$ cat config.mk
export PLATFORM = sky130hd
export DESIGN_NAME = axi_w_burst_buffer
export DESIGN_NICKNAME = d
export VERILOG_FILES = /design/src/rtl/axi_w_burst_buffer.sv
export SDC_FILE = /design/constraint.sdc
export NUM_CORES = 1
export LEC_CHECK = 0
export CAP_MARGIN = 20
export CORE_ASPECT_RATIO = 0.6
export CORE_UTILIZATION = 58
export CTS_BUF_LIST = sky130_fd_sc_hd__clkbuf_4 sky130_fd_sc_hd__clkbuf_8 sky130_fd_sc_hd__clkbuf_16
export DETAILED_ROUTE_END_ITERATION = 6
export PLACE_DENSITY = 0.84
export SLEW_MARGIN = 20
export SYNTH_ARGS = -nofsm -noshare
export SYNTH_HDL_FRONTEND = slang
export SYNTH_SLANG_ARGS = --single-unit
$ cat constraint.sdc
create_clock -name clk_i -period 15 [get_ports clk_i]
set_input_delay 2.25 -clock clk_i [delete_from_list [all_inputs] [get_ports clk_i]]
set_output_delay 2.25 -clock clk_i [all_outputs]
set_load 0.005 [all_outputs]
$ cat src/rtl/axi_w_burst_buffer.sv
// W-channel burst buffer: FIFO of {user, strb, data, last} beats with optional
// store-and-forward release that falls back to cut-through when a burst overflows.
module axi_w_burst_buffer #(
  parameter int DATA_WIDTH        = 64,
  parameter int USER_WIDTH        = 1,
  parameter int BUFFER_DEPTH      = 8,
  parameter int STORE_AND_FORWARD = 0,
  parameter int STRB_WIDTH        = DATA_WIDTH / 8
) (
  input  logic                                  clk_i,
  input  logic                                  rst_ni,
  input  logic                                  test_en_i,
  input  logic                                  slave_valid_i,
  output logic                                  slave_ready_o,
  input  logic [DATA_WIDTH-1:0]                 slave_data_i,
  input  logic [STRB_WIDTH-1:0]                 slave_strb_i,
  input  logic [USER_WIDTH-1:0]                 slave_user_i,
  input  logic                                  slave_last_i,
  output logic                                  master_valid_o,
  input  logic                                  master_ready_i,
  output logic [DATA_WIDTH-1:0]                 master_data_o,
  output logic [STRB_WIDTH-1:0]                 master_strb_o,
  output logic [USER_WIDTH-1:0]                 master_user_o,
  output logic                                  master_last_o,
  output logic [$clog2(BUFFER_DEPTH+1)-1:0]     fill_o,
  output logic [$clog2(BUFFER_DEPTH+1)-1:0]     bursts_o,
  output logic                                  err_o
);

  localparam int  CW  = $clog2(BUFFER_DEPTH + 1);
  localparam int  PW  = (BUFFER_DEPTH > 1) ? $clog2(BUFFER_DEPTH) : 1;
  localparam int  EW  = USER_WIDTH + STRB_WIDTH + DATA_WIDTH + 1;
  localparam bit  SAF = (STORE_AND_FORWARD != 0);

  if (DATA_WIDTH < 8 || (DATA_WIDTH % 8) != 0) begin : g_bad_data_width
    $error("axi_w_burst_buffer: DATA_WIDTH must be a multiple of 8 and at least 8");
  end
  if (USER_WIDTH < 1) begin : g_bad_user_width
    $error("axi_w_burst_buffer: USER_WIDTH must be at least 1");
  end
  if (BUFFER_DEPTH < 2) begin : g_bad_depth
    $error("axi_w_burst_buffer: BUFFER_DEPTH must be at least 2");
  end
  if (STRB_WIDTH != DATA_WIDTH / 8) begin : g_bad_strb_width
    $error("axi_w_burst_buffer: STRB_WIDTH is derived from DATA_WIDTH and must not be overridden");
  end

  logic [EW-1:0] mem [BUFFER_DEPTH];
  logic [PW-1:0] wr_ptr, rd_ptr;
  logic [CW-1:0] fill_q, bursts_q;
  logic          force_q, err_q;
  logic          push, pop, push_last, pop_last;
  logic          force_cond, force_act;
  logic          unused_test_en;

  assign unused_test_en = test_en_i;

  function automatic logic [PW-1:0] ptr_inc(input logic [PW-1:0] p);
    return (p == PW'(BUFFER_DEPTH - 1)) ? '0 : p + PW'(1);
  endfunction

  // Force releases a burst that can never complete inside a full buffer.
  assign force_cond = SAF && (fill_q == CW'(BUFFER_DEPTH)) && (bursts_q == '0);
  assign force_act  = force_q | force_cond;

  assign slave_ready_o  = rst_ni & (fill_q != CW'(BUFFER_DEPTH));
  assign master_valid_o = (fill_q != '0) & (!SAF | (bursts_q != '0) | force_act);

  assign push      = slave_valid_i & slave_ready_o;
  assign pop       = master_valid_o & master_ready_i;
  assign push_last = push & slave_last_i;
  assign pop_last  = pop & master_last_o;

  assign {master_user_o, master_strb_o, master_data_o, master_last_o} = mem[rd_ptr];

  assign fill_o   = fill_q;
  assign bursts_o = bursts_q;
  assign err_o    = err_q | force_cond;

  always_ff @(posedge clk_i) begin
    if (push) mem[wr_ptr] <= {slave_user_i, slave_strb_i, slave_data_i, slave_last_i};
  end

  always_ff @(posedge clk_i or negedge rst_ni) begin
    if (!rst_ni) begin
      wr_ptr   <= '0;
      rd_ptr   <= '0;
      fill_q   <= '0;
      bursts_q <= '0;
      force_q  <= 1'b0;
      err_q    <= 1'b0;
    end else begin
      if (push) wr_ptr <= ptr_inc(wr_ptr);
      if (pop)  rd_ptr <= ptr_inc(rd_ptr);

      if (push && !pop)      fill_q <= fill_q + CW'(1);
      else if (pop && !push) fill_q <= fill_q - CW'(1);

      if (push_last && !pop_last)      bursts_q <= bursts_q + CW'(1);
      else if (pop_last && !push_last) bursts_q <= bursts_q - CW'(1);

      // Held until the tail of the released burst leaves, so it drains in cut-through.
      if (pop_last)        force_q <= 1'b0;
      else if (force_cond) force_q <= 1'b1;

      if (force_cond) err_q <= 1'b1;
    end
  end

endmodule

==> impl_results.md, run 1 <==
* Clock power share at 27.8%
* Reg2Reg Launch Point: rd_ptr[1]
* Final Hold Fails at 0
* Clk pin slew, worst setup/hold paths at roughly 0.060 ns
* Setup Buffers After CTS at 0
* Largest stage delay, worst path at 0.95 ns
* Synth Area in Simple Gates at less than 1%
* Total routed wirelength at roughly 45 mm
* FF-to-FF End: bursts_o[3]
* CP endpoint kind: output pin
* Deepest clock path buffer count at 3
* Fmax at 162 MHz
* Global router's overall resource usage at 22.5%
* Largest net degree at the start of global routing at about 100
* Max-slew violation count at 0
* DRT iter0 DRCs at 860
* CP max FO at 17
* Synth top area cells: edfxtp_1 (77%), mux4_2 (14%), mux2_2 (4.0%)
* FP Rows at 56
* First-pass GRT wire length at between 60 and 70 mm
* Required @ worst endpoint at between 10 and 15 ns
* PwrDens at 185 mW/mm^2
* Synth top cells by count: edfxtp_1 (592), mux4_2 (148), mux2_2 (82)
* Hold_sp: bursts_o[2]
* DP Wirelength at roughly 24 mm
* Post-synth EDFFs at 592
* Warnings from Yosys at 0
* Worst Hold Class: register to register
* Port Buffers at between 150 and 200
* Register area share after synthesis at about four fifths
* Seq pwr share at 42.8%
* Initial antenna violation count at 1
* Final worst path period share at approximately two fifths
* Buf/Inv on CP at 2
* Antenna viol nets, final at 0
* Psw at ~1300 uW
* Clk_skew at ~0.024 ns
* Global Route met2 Usage at about 37%
* Final setup fails at 0
* Die W at between 200 and 300 um
* Core ar. at 0.0392 sq mm
* Cells after DPL at about 1600
* Synth Area in Adders at less than 1%
* Int Pwr at between 3000 and 4000 uW
* First-pass DRT Iterations at 4
* Syn-to-layout area delta at 17.3%
* Max VDD drop at ~170 uV
* Top Usage Layer GRT: met2
* Mapped Area at 0.0232 sq mm
* TritonCTS sink count at ~610
* Pleak at 0.00861 uW
* Height of the die at between 150 and 200 um
* Post-Syn Area per Cell at around 24 sq um
* Share of Yosys cell area claimed by the top area cell type at about 77%
* #FFs+latches synth at approximately 610
* Logic pwr share at a little under 30%
* RSZ-0062 raised after global routing: no
* Asr flop ratio synth at 2.31%
* R2R cell count at 10
* Startpoint class of the critical path: primary input
* Gr ovfl total at 0
* Die area at about 0.041 sq mm
* WL/cell at between 20 and 30 um
* Max Cap Viol at 0
* Clock root buffer: clkbuf_16
* Most common cell in the netlist: edfxtp_1
* Synth Net Count at around 1000
* Worst-margin pin slew at ~1.1 ns
* Minimum clock period at between 6 and 7 ns
* Via count at 10500
* Main combinational cell family by area after synthesis: multiplexers
* Vias/cell at about 6.1
* Share of layout cells above drive strength 1 at 29.9%
* Post-cts resize count at 0
* Non-filler cells, final at about 1700
* Num ports at ~160
* NumNets Final at between 1000 and 1500
* Main synth FF type: edfxtp_1
* Area leader, netlist: edfxtp_1
* Net switching fraction of the power at between 20% and 30%
* Number of global-route vias before repair at about 11000
* GPL Wtd Cong at 0.730
* Crit-path leading delay family: buffers and inverters
* Worst-path cell chain: clkdlybuf4s50_1 > and2_1 > clkdlybuf4s50_1
* Yosys cell types at 32
* R2R Setup Slk at around 11 ns
* Worst hold path endpoint: bursts_o[2]
* Xor-xnor portion of the synthesized cell area at less than 1%
* Cts bufs inserted at 53
* Highest-delay cell along the critical path: clkdlybuf4s50_1
* Total negative slack at 0 ns
* Crit path top cell by count: clkdlybuf4s50_1
* Clk_lat worst skew at slightly below 0.6 ns
* Hold path cells at 2
* Cells after Synth at between 900 and 1000
* Diode count at 0
* Crit path DAT at ~4 ns
* # hold bufs at CTS at 0
* DRC at 0
* Outcome: finished clean
* Met3 Usage GRT at around 4.4%
* Compound-cell area share of the yosys netlist at less than 1%
* CTS tree: yes
* Rel. slew slack at between 20 and 30%
* Mux cell area share after synthesis at between 10% and 20%
* Crit Path Category: primary input to output pin
* Total Power at 5030 uW
* Initial Util at approximately three fifths
* Routing usage on met1 at between 30 and 40%
* Htree depth at 2
[cell families (layout without fill, tap and decap cells)]
logic type               after synthesis  count (layout)
adder cells (fa/ha/maj)               12              12
AO/OA/AOI/OAI                         12              12
multiplexers                         232             232
other                                  1               1
AND/OR/NAND/NOR                       38              38
buffers and inverters                 48             279
flip-flops                           606             606
XOR/XNOR                               4               4
[cell type report]
cell class,instances,area (sq um)
Clock buffer,70,1490
Clock inverter,25,314
Multi-Input combinational cell,299,4820
Inverter,3,11.3
Timing Repair Buffer,181,1770
Tap cell,522,653
Fill cell,2292,12000
Sequential cell,606,18100
[worst reg2reg max path: stages, from the launching register on]
cell	delay (ns)
dfrtp_4	0.94
buf_4	0.78
mux4_2	0.61
mux2_2	0.33
nand3_1	0.11
ha_1	0.24
inv_1	0.13
ha_1	0.37
or4_1	0.49
o211ai_1	0.12
o211ai_1	0.11
[stage by stage]
step | cell area (sq um) | setup slack [ns] | utilization, % | hold WS (ns)
floorplan | 23200 | 4.91 | - | 0.503
global placement | 25400 | 8.80 | 64.7 | 0.505
detailed placement | 25400 | 8.80 | 64.7 | 0.517
CTS | 27200 | 8.74 | 69.3 | 0.531
global route | 27200 | 8.59 | 69.3 | 0.556
finish | 27200 | 8.82 | 69.3 | 0.533
[how the worst max path moves through the flow]
stage / end / depth (start not counted) / from / slack, ns
global route: master_data_o[42] / 4 / rd_ptr[0] / 8.59
floorplan: mem[0][0] / 2 / slave_valid_i / 4.91
global placement: slave_ready_o / 3 / rst_ni / 8.80
finish: slave_ready_o / 3 / rst_ni / 8.82
detailed placement: slave_ready_o / 3 / rst_ni / 8.80
CTS: master_data_o[29] / 4 / rd_ptr[0] / 8.74
[placed cells by master (no fill, tap or decap), types with 10 or more instances in the layout]
master           netlist  final
clkdlybuf4s50_1        0    161
clkbuf_4               0     15
clkinv_2               0     10
mux2_2                82     82
mux4_2               148    148
clkbuf_16              0     55
buf_4                  1     19
dfrtp_1               14     11
edfxtp_1             592    592
ha_1                  10     10
[routing by layer]
| metal | vias up | wire length [um] |
|---|---|---|
| met5 | - | 16 |
| met4 | 2 | 813 |
| met3 | 68 | 2880 |
| met2 | 338 | 22000 |
| met1 | 5587 | 19000 |
| li1 | 4456 | - |
[power groups by stage]
stage	Sequential, uW	Clock, uW	Combinational (uW)
6_report	2150	1400	1480
5_1_grt	2180	1480	1580
2_1_floorplan	2100	0	976
3_5_place_dp	2190	0	1480
3_3_place_gp	2180	0	1460
4_1_cts	2160	1420	1500
[sequential cells by signal, summed over array words and instances (netlist names)]
signal and cells:
wr_ptr 3, mem 592, rd_ptr 3, fill_o 4, bursts_o 4
(Power assumes the default switching activity.)
==> run 2, diff against run 1 <==
Clock period 15 ns to 5.96 ns, I/O delays scaled along.
==> impl_results.md, run 2 (synthesized netlist as in run 1, its figures left out) <==
* Int Pwr at 9200 uW
* Final setup fails at 0
* Rel. slew slack at 25.2%
* Max VDD drop at 317 uV
* Setup Buffers After CTS at 0
* Initial Util at between 50 and 60%
* Die area at 0.0408 sq mm
* CP max FO at 53
* Clk_skew at about 0.017 ns
* Crit-path leading delay family: flip-flops
* Core ar. at around 0.039 sq mm
* Clock power share at between 20% and 30%
* PwrDens at around 460 mW/mm^2
* DRC at 0
* Deepest clock path buffer count at 3
* Required @ worst endpoint at 5.07 ns
* # hold bufs at CTS at 0
* Pleak at roughly 0.0086 uW
* Final core area utilization at 69.3%
* Largest stage delay, worst path at between 1 and 1.5 ns
* WL/cell at around 26 um
* Final Hold Fails at 0
* Num ports at between 150 and 200
* Clk_lat worst skew at approximately 0.58 ns
* Startpoint class of the critical path: register
* Most frequent cells in the layout: edfxtp_1 (592), clkdlybuf4s50_1 (161), mux4_2 (148)
* Worst Hold Class: register to register
* Post-cts resize count at 0
* NumNets Final at roughly 1200
* Max reg flops at slightly below 600
* Clk pin slew, worst setup/hold paths at 0.06 ns
* Outcome: finished clean
* CTS tree: yes
* Via count at 10400
* Crit path DAT at around 3.6 ns
* Seq pwr share at a little over two fifths
* RSZ-0062 raised after global routing: no
* Multi-input gate area at 0.00484 sq mm
* Worst Slack Setup Final at 1.51 ns
* Fin area at about 0.027 sq mm
* Syn-to-layout area delta at 17.2%
* Vias/cell at around 6.1
* Most common cell after layout, fill and taps aside: edfxtp_1
* Initial antenna violation count at 3
* Worst-margin pin slew at around 1.1 ns
* Total routed wirelength at ~45 mm
* DP Wirelength at around 24 mm
* Worst-path cell chain: buf_12 > mux4_2 > mux2_2 > clkdlybuf4s50_1
* Final worst path period share at 74.6%
* Max Cap Viol at 0
* Psw at 3350 uW
* Share of layout cells above drive strength 1 at between 20 and 30%
* FP Rows at 56
* Hold_ws at between 0.5 and 0.6 ns
* First-pass DRT Iterations at 5
* Setup Slack @ Placement at about 2.0 ns
* Die W at 260 um
* Htree depth at 2
* Clock root buffer: clkbuf_16
* Height of the die at 157 um
* GPL Wtd Cong at between 0.7 and 0.8
* Number of global-route vias before repair at 11000
* Minimum clock period at around 4.4 ns
* Fmax at between 200 and 250 MHz
* Net switching fraction of the power at approximately a quarter
* First-pass GRT wire length at roughly 67 mm
* Global router's overall resource usage at approximately 23%
* Highest-delay cell along the critical path: dfrtp_4
* Antenna viol nets, final at 0
* Buf/Inv on CP at 2
* Max-slew violation count at 0
* Biggest register: mem
* DRT iter0 DRCs at roughly 930
* Crit Path Category: register to output pin
* Gr ovfl total at 0
* CP endpoint kind: output pin
* Logic pwr share at between 20% and 30%
* Cts bufs inserted at 52
* Fillers at ~2300
* Largest net degree at the start of global routing at approximately 80
* DP Area at roughly 0.025 sq mm
* Reg area at approximately 0.018 sq mm
* TritonCTS sink count at ~610
* Port Buffers at about 160
[run 2: area by class of cell]
cell class	instances	area share, %
flip-flops and latches	606	66.7
well taps	522	2.40
repair buffers	182	6.83
clock inverters	29	0.930
diodes	3	0.0276
clock buffers	67	5.26
multi-input cells	299	17.8
inverters	3	0.0414
[run 2: worst paths after layout]
path                              from                 to  slack [ns]  cells after the start
setup / recovery             rd_ptr[0]  master_data_o[28]        1.51                      4
hold / removal             bursts_o[2]        bursts_o[2]        0.54                      2
setup reg to reg             rd_ptr[1]        bursts_o[3]        2.42                      9
hold reg to reg            bursts_o[2]        bursts_o[2]        0.54                      2
max in group asynchronous       rst_ni          rd_ptr[2]        5.11                      2
min in group asynchronous       rst_ni        bursts_o[2]        0.64                      2
[run 2: layer usage]
layer | up-vias | track usage, % | share of wire [%]
met1 | 5506 | 32.5 | 42
met3 | 55 | 4.88 | 7.4
met4 | 0 | 4.73 | 1.5
met2 | 375 | 36.4 | 49
li1 | 4455 | - | -
met5 | - | 0 | 0
[run 2: per-stage QoR]
step | power, uW | std cells | TNS, ns
floorplan | 7740 | 953 | -177.02
global placement | 9220 | 1612 | 0
detailed placement | 9320 | 1612 | 0
CTS | 12700 | 1708 | 0
global route | 13100 | 1708 | 0
finish | 12500 | 1711 | 0
[run 2: power groups by stage]
stage,combinational [uW],clock (uW),sequential [uW]
6_report,3750,3330,5460
3_3_place_gp,3690,0,5530
5_1_grt,4010,3530,5510
3_5_place_dp,3760,0,5560
2_1_floorplan,2460,0,5290
4_1_cts,3820,3380,5470
[run 2: worst register-to-register path: stages, from the launching register on]
cell and delay (ns):
dfrtp_4 0.89, mux4_2 0.62, mux2_2 0.33, nand3_1 0.11, ha_1 0.27, inv_1 0.13
ha_1 0.38, or4_1 0.49, o211ai_1 0.11, o211ai_1 0.10
==> run 3, diff against run 2 <==
Settings changed: CORE_UTILIZATION 58 to 53, PLACE_DENSITY 0.84 to 0.81.
Clock period 5.96 ns to 3.85 ns, I/O delays scaled along.
==> impl_results.md, run 3 (synthesized netlist as in run 1, its figures left out) <==
* Outcome: finished clean
* GPL Wtd Cong at 0.726
* Startpoint class of the critical path: register
* Die W at 272 um
* TritonCTS sink count at 606
* FP Rows at 58
* FF-to-FF End: bursts_o[3]
* Final setup fails at 0
* Final worst path period share at 95.2%
* WL/cell at between 20 and 25 um
* R2R cell count at 11
* Total negative slack at 0 ns
* Fin area at around 0.027 sq mm
* Via count at between 10000 and 15000
* Global router's overall resource usage at about a fifth
* First-pass DRT Iterations at 4
* Post-cts resize count at 0
* Syn-to-layout area delta at 18.0%
* Clock root buffer: clkbuf_16
* Initial Util at about 55%
* Vias/cell at between 5 and 6
* CTS tree: yes
* Rel. slew slack at a little under half
* Highest-delay cell along the critical path: dfrtp_4
* Max-slew violation count at 0
* Pleak at just under 0.009 uW
* End of the critical path: master_data_o[23]
* Total routed wirelength at between 40 and 50 mm
* Number of global-route vias before repair at about 11000
* Minimum clock period at around 3.7 ns
* Total Power at between 15000 and 20000 uW
* Buf/Inv on CP at 3
* Diode count at 0
* Crit-path leading delay family: buffers and inverters
* R2R Setup Slk at between 0.6 and 0.7 ns
* Largest stage delay, worst path at ~0.60 ns
* Crit path DAT at 3.09 ns
* Crit path from: rd_ptr[1]
* Final Hold Fails at 0
* Worst-path cell chain: buf_12 > buf_4 > mux4_2 > mux2_2 > clkdlybuf4s50_1
* Setup Buffers After CTS at 0
* Clk pin slew, worst setup/hold paths at 0.06 ns
* Required @ worst endpoint at approximately 3.3 ns
* Hold_ws at between 0.3 and 0.4 ns
* Crit Path Category: register to output pin
* DRC at 0
* RSZ-0062 raised after global routing: no
* Clk_lat worst skew at roughly 0.58 ns
* Clk_skew at around 0.017 ns
* Antenna viol nets, final at 0
* DP Area at ~0.026 sq mm
* Port Buffers at 161
* Max Cap Viol at 0
* DP Wirelength at approximately 24 mm
* Reg2Reg Launch Point: fill_o[0]
* Max reg flops at 592
* PwrDens at 703 mW/mm^2
* Die area at 0.0446 sq mm
* Gr ovfl total at 0
* Deepest clock path buffer count at 3
* Biggest register: mem
* Worst-margin pin slew at 0.815 ns
* # hold bufs at CTS at 0
* Most frequent cells in the layout: edfxtp_1 (592), clkdlybuf4s50_1 (161), mux4_2 (148)
* Max VDD drop at slightly below 600 uV
* Largest net degree at the start of global routing at 65
* CP max FO at 64
* NumNets Final at around 1200
* Cells after DPL at 1672
* Non-filler cells, final at roughly 1800
* CP endpoint kind: output pin
* Cts bufs inserted at between 50 and 60
* First-pass GRT wire length at between 60 and 70 mm
* Htree depth at 2
* Most common cell after layout, fill and taps aside: edfxtp_1
* Num ports at 164
* Core ar. at between 0.04 and 0.05 sq mm
* DRT iter0 DRCs at just under 900
* Fmax at roughly 270 MHz
* Height of the die at approximately 160 um
* Worst Hold Class: primary input to asynchronous set/reset pin
* Initial antenna violation count at 0
* Share of layout cells above drive strength 1 at between 30% and 40%
* Crit path depth at 5
## run 3: worst min-delay path by stage
stage	slack, ns	start	end
3_3_place_gp	0.50	bursts_o[2]	bursts_o[2]
2_1_floorplan	0.28	rst_ni	bursts_o[0]
6_report	0.37	rst_ni	bursts_o[0]
5_1_grt	0.36	rst_ni	fill_o[3]
4_1_cts	0.34	rst_ni	fill_o[3]
3_5_place_dp	0.52	bursts_o[2]	bursts_o[2]
## run 3: layout make-up
cell class,instances,area [sq um]
clock inverters,35,260
inverters,3,11.3
well taps,570,713
fillers,2750,15200
repair buffers,194,2010
clock buffers,62,1380
multi-input cells,299,4850
flip-flops and latches,606,18100
## run 3: worst register-to-register path, cell delays in order, from the launching register on
cell,delay [ns]
dfrtp_1,0.48
or4b_4,0.57
nand3_1,0.10
buf_4,0.20
inv_1,0.14
and2_1,0.19
ha_1,0.25
inv_1,0.16
ha_1,0.31
or4_1,0.50
o211ai_1,0.12
o211ai_1,0.10
## run 3: per-stage QoR
stage | util, % | setup slack [ns]
after floorplan | - | -0.603
after global placement | 60.5 | 0.724
after detailed placement | 60.5 | 0.562
after CTS | 64.3 | 0.138
after global routing | 64.3 | 0.0908
final | 64.3 | 0.186
## run 3: report_power, final
group / switching, uW / internal [uW]
sequential: 332 / 7840
combinational: 2510 / 3590
clock: 2260 / 2710
## run 3: layer usage
layer / vias to the layer above / part of all wire (%) / track usage (%)
li1: 4483 / - / -
met1: 5499 / 45 / 28.9
met2: 288 / 49 / 32.0
met3: 54 / 5.3 / 3.82
met4: 0 / 1.2 / 3.40
met5: - / 0 / 0
